`src/rtl/piso_shift_tx.sv`:
```
`default_nettype none
// ============================================================================
// Module      : piso_shift_tx
// Description : Parallel-in serial-out transmitter. A one-entry holding
//               register takes words on a valid/ready handshake. The shifter
//               serialises each word one bit per enabled clock and drives
//               frame and last-bit strobes. Frames run back-to-back with no
//               gap while the holding register stays full.
// Revision    : 1.0 - initial release
// ============================================================================
module piso_shift_tx #(
    parameter int WIDTH     = 8,
    parameter bit MSB_FIRST = 1'b1
) (
    input  logic             clock,
    input  logic             reset,
    input  logic [WIDTH-1:0] load_data,
    input  logic             load_valid,
    output logic             load_ready,
    input  logic             shift_en,
    output logic             ser_out,
    output logic             ser_frame,
    output logic             ser_last,
    output logic             status
);

    localparam int               CNT_W    = $clog2(WIDTH);
    localparam logic [CNT_W-1:0] c_LAST   = CNT_W'(WIDTH - 1);
    localparam logic [CNT_W-1:0] c_PENULT = CNT_W'(WIDTH - 2);

    typedef enum logic [0:0] {
        S_IDLE  = 1'b0,
        S_SHIFT = 1'b1
    } state_t;

    state_t           r_state;
    logic             r_hold_valid;
    logic [WIDTH-1:0] r_hold_data;
    logic [WIDTH-1:0] r_shreg;
    logic [CNT_W-1:0] r_bit_cnt;
    logic             r_ser_out;
    logic             r_ser_frame;
    logic             r_ser_last;

    logic             w_accept;
    logic             w_take;
    logic             w_first_bit;
    logic             w_next_bit;
    logic [WIDTH-1:0] w_shifted;

    // The shift register always presents the bit on the wire at the
    // outgoing end, so the next bit is the one adjacent to it.
    assign w_first_bit = MSB_FIRST ? r_hold_data[WIDTH-1] : r_hold_data[0];
    assign w_next_bit  = MSB_FIRST ? r_shreg[WIDTH-2]     : r_shreg[1];
    assign w_shifted   = MSB_FIRST ? {r_shreg[WIDTH-2:0], 1'b0}
                                   : {1'b0, r_shreg[WIDTH-1:1]};

    // Accept and take are mutually exclusive: one needs the holding
    // register empty, the other needs it full.
    assign w_accept = load_valid && !r_hold_valid;
    assign w_take   = r_hold_valid &&
                      ((r_state == S_IDLE) ||
                       ((r_state == S_SHIFT) && shift_en && (r_bit_cnt == c_LAST)));

    assign load_ready = !r_hold_valid;
    assign ser_out    = r_ser_out;
    assign ser_frame  = r_ser_frame;
    assign ser_last   = r_ser_last;
    assign status     = r_ser_frame || r_hold_valid;

    // Holding register: filled by the handshake, emptied when the shifter loads it.
    always_ff @(posedge clock) begin
        if (reset) begin
            r_hold_valid <= 1'b0;
        end else if (w_accept) begin
            r_hold_valid <= 1'b1;
            r_hold_data  <= load_data;
        end else if (w_take) begin
            r_hold_valid <= 1'b0;
        end
    end

    // Shifter state machine with registered serial outputs and strobes.
    always_ff @(posedge clock) begin
        if (reset) begin
            r_state     <= S_IDLE;
            r_bit_cnt   <= '0;
            r_ser_out   <= 1'b0;
            r_ser_frame <= 1'b0;
            r_ser_last  <= 1'b0;
        end else begin
            case (r_state)
                S_IDLE: begin
                    if (r_hold_valid) begin
                        r_state     <= S_SHIFT;
                        r_shreg     <= r_hold_data;
                        r_bit_cnt   <= '0;
                        r_ser_out   <= w_first_bit;
                        r_ser_frame <= 1'b1;
                        r_ser_last  <= 1'b0;
                    end
                end
                S_SHIFT: begin
                    if (shift_en) begin
                        if (r_bit_cnt != c_LAST) begin
                            r_shreg    <= w_shifted;
                            r_ser_out  <= w_next_bit;
                            r_bit_cnt  <= r_bit_cnt + 1'b1;
                            r_ser_last <= (r_bit_cnt == c_PENULT);
                        end else if (r_hold_valid) begin
                            // Zero-gap chaining: next word starts right after the last bit.
                            r_shreg    <= r_hold_data;
                            r_ser_out  <= w_first_bit;
                            r_bit_cnt  <= '0;
                            r_ser_last <= 1'b0;
                        end else begin
                            r_state     <= S_IDLE;
                            r_bit_cnt   <= '0;
                            r_ser_out   <= 1'b0;
                            r_ser_frame <= 1'b0;
                            r_ser_last  <= 1'b0;
                        end
                    end
                end
                default: begin
                    r_state     <= S_IDLE;
                    r_bit_cnt   <= '0;
                    r_ser_out   <= 1'b0;
                    r_ser_frame <= 1'b0;
                    r_ser_last  <= 1'b0;
                end
            endcase
        end
    end

endmodule
`default_nettype wire

```
`config.mk`:
```
export PLATFORM = sky130hd
export DESIGN_NAME = piso_shift_tx
export DESIGN_NICKNAME = d
export VERILOG_FILES = /design/src/rtl/piso_shift_tx.sv
export SDC_FILE = /design/constraint.sdc
export NUM_CORES = 1
export LEC_CHECK = 0
export BUFFER_PORTS_ARGS = -buffer_cell sky130_fd_sc_hd__buf_2
export CORE_MARGIN = 1
export CORE_UTILIZATION = 30
export DETAILED_ROUTE_END_ITERATION = 12
export PLACE_DENSITY = 0.52
export SYNTH_ARGS = -nofsm -noshare
export SYNTH_HDL_FRONTEND = slang
export SYNTH_SLANG_ARGS = --single-unit
```
`constraint.sdc`:
```
create_clock -name clock -period 3.2 [get_ports clock]
set_input_delay 0.32 -clock clock [delete_from_list [all_inputs] [get_ports clock]]
set_output_delay 0.32 -clock clock [all_outputs]
set_load 0.02 [all_outputs]
```
==> results.cfg <==
[cts]
cts_tree = built
cts_sinks = 23
cts_buffers = 3
root_buffer = clkbuf_4
clock_latency_ps = 310
h-tree-depth = 1
ctsResizeCount = 0
post_cts_buffers = 0
holdBufCountCts = 0
clk_pin_slew_ps = 130
clockBufferDepth = 2

[synth]
yosysTopAreaCellShare_pct = 43.6
synth_area_um2 = 1030
postSynthAreaPerCell_um2 = 12.2
synth_top_area_cell = edfxtp_1
ys_seq_area_share_pct = 59.1
synth_cells = 85
synth_area_leaders = edfxtp_1 44%, dfxtp_1 15%, mux2i_1 7.7%
synthArstFlopShare_pct = 0
syn_nets = 101
post_synth_num_cell_types = 27
synth_commonest_cells = 15 x edfxtp_1, 10 x nand2_1, 8 x dfxtp_1, 8 x mux2i_1, 7 x nor2_1
yosys.cell_count.top_type = edfxtp_1
ys.flop_type = edfxtp_1
synth_edf_count = 15
synth-seq-cells = 23
ys_warn_count = 0

[global_routing]
antenna_found_initial = 0
grt_pass1_vias = 620
track_usage_pct = 11.5
grt_overflow = 0
grt_max_degree = 15
grt_pass1_wl_um = 2930

[cells_and_area]
num_antenna_cells = 0
area_growth_pct = 12.5
fin_nets = 118
final_cells = 145
fin_area_um2 = 1160
final_util_pct = 36.9
layout-drive-gt1-share_pct = 25.7

[worst_setup_path]
path_max_fanout = 14
max_stage_delay_ps = 750
crit_required_ps = 2880
worst_setup_path_start_kind = flip-flop
path_buf_inv = 1
endpoint_kind = output port
cp_slowest_cell = dfxtp_1
crit_chain = or2_1, buf_2
crit_arrival_ps = 1400
path_delay_family = flip-flops
critPathKind = flip-flop to output port

[timing]
setup_violations = 0
relSlewSlack_pct = 57.2
rsz0062_at_grt = no
slew_viol_final = 0
skew_ps = 8.93
final.min_clock_period_ps = 1720
fin_crit_sh_pct = 53.6
hold_viol = 0
fin_setup_tns_ps = 0
clock.fmax_ghz = 0.583
whs_ps = 182
tightestPinTransition_ps = 640

[power_and_ir_drop]
pwr_density_cell_nw_per_um2 = 478
power_leakage_nw = 0.453
clkPwrFrac_pct = 24.3
power.internal_mw = 0.416
swShare_pct = 25.2
combPwrFrac_pct = 11.5
peakVddDrop_mv = 0.129
p_sw_mw = 0.140
seq_power_share_pct = 64.2

[floorplan]
row_count = 20
die_y_um = 60.7
die_x_um = 60.7
core_um2 = 3150
die_area_um2 = 3680
initial_utilization_pct = 32.8
ioPinCount = 17

[placed_design]
dpl.hpwl_um = 1330
place_congestion = 0.767
placed_area_um2 = 1130
dp_cells = 141
port_buffers = 16

[route]
wirelength_um = 1790
postRouteAntennaNets = 0
drtPass1Iterations = 2
via_count = 644
drc_errors = 0
drt_iter0_markers = 18
avgViaCountPerCell = 4.44
wl_per_cell_um = 12.3

[status]
run_status = finished clean

[flow_run]
cap_violations = 0

[min_path]
min_path_type = primary input to flip-flop
worst register-to-register path, cell delays in order (launching register included):
cell,delay (ps)
dfxtp_1,530
inv_2,140
nand2_1,70
nor2_1,500
cells by family after synthesis:
family | after synthesis | share of synthesized area, %
fa+ha+maj | 4 | 4.84
mux | 10 | 10.2
simple gates | 27 | 13.1
buf+inv | 7 | 4.36
flops | 23 | 59.1
compound gates | 14 | 8.48
flip-flops by register name, summed over array words and instances (netlist names):
| signal | cells |
|---|---|
| r_shreg | 7 |
| r_state | 1 |
| r_bit_cnt | 3 |
| r_hold_valid | 1 |
| ser_out | 1 |
| ser_frame | 1 |
| r_hold_data | 8 |
| ser_last | 1 |
metrics by stage:
step,power (mW),setup slack (ps)
after CTS,0.565,1470
after floorplan,0.408,1790
after global placement,0.427,1700
final,0.556,1480
after detailed placement,0.429,1590
after global routing,0.583,1410
final timing paths:
check	startpoint	endpoint	slack (ps)	cells past startpoint
min reg2reg	ser_last$_SDFFE_PP0P_	ser_last$_SDFFE_PP0P_	510	2
max	r_hold_valid$_SDFFE_PP0P_	status	1480	2
max reg2reg	r_hold_valid$_SDFFE_PP0P_	r_hold_data[2]$_DFFE_PP_	1600	3
min	load_data[6]	r_hold_data[6]$_DFFE_PP_	180	1
power groups by stage:
stage,clock network [mW],logic (mW),registers [mW]
floorplan,0,0.0513,0.357
global placement,0,0.0645,0.363
detailed placement,0,0.0651,0.364
CTS,0.142,0.0653,0.357
global route,0.150,0.0731,0.360
finish,0.135,0.0642,0.357
cells in the final DEF (no fill, tap or decap), drive strengths merged, types with 3 or more instances in the layout:
cell	instances
buf	16
edfxtp	15
nand2	10
mux2i	9
dfxtp	8
nor2	7
o21ai	6
ha	4
a21oi	4
clkbuf	3
inv	3
metal layers:
layer / vias up / share of wire [%] / global-route usage (%)
met5: - / 0 / 0
met4: 0 / 2.2 / 8.77
met3: 2 / 2.5 / 2.56
met2: 9 / 39 / 15.1
met1: 300 / 56 / 16.4
li1: 333 / - / -
layout make-up:
| class | count | area [µm²] |
|---|---|---|
| Clock buffer | 3 | 22.5 |
| Clock inverter | 1 | 5.00 |
| Fill cell | 342 | 1990 |
| Inverter | 3 | 11.3 |
| Multi-Input combinational cell | 55 | 378 |
| Sequential cell | 23 | 611 |
| Tap cell | 44 | 55.1 |
| Timing Repair Buffer | 16 | 80.1 |
No activity file was read; power rests on OpenSTA's default activity.
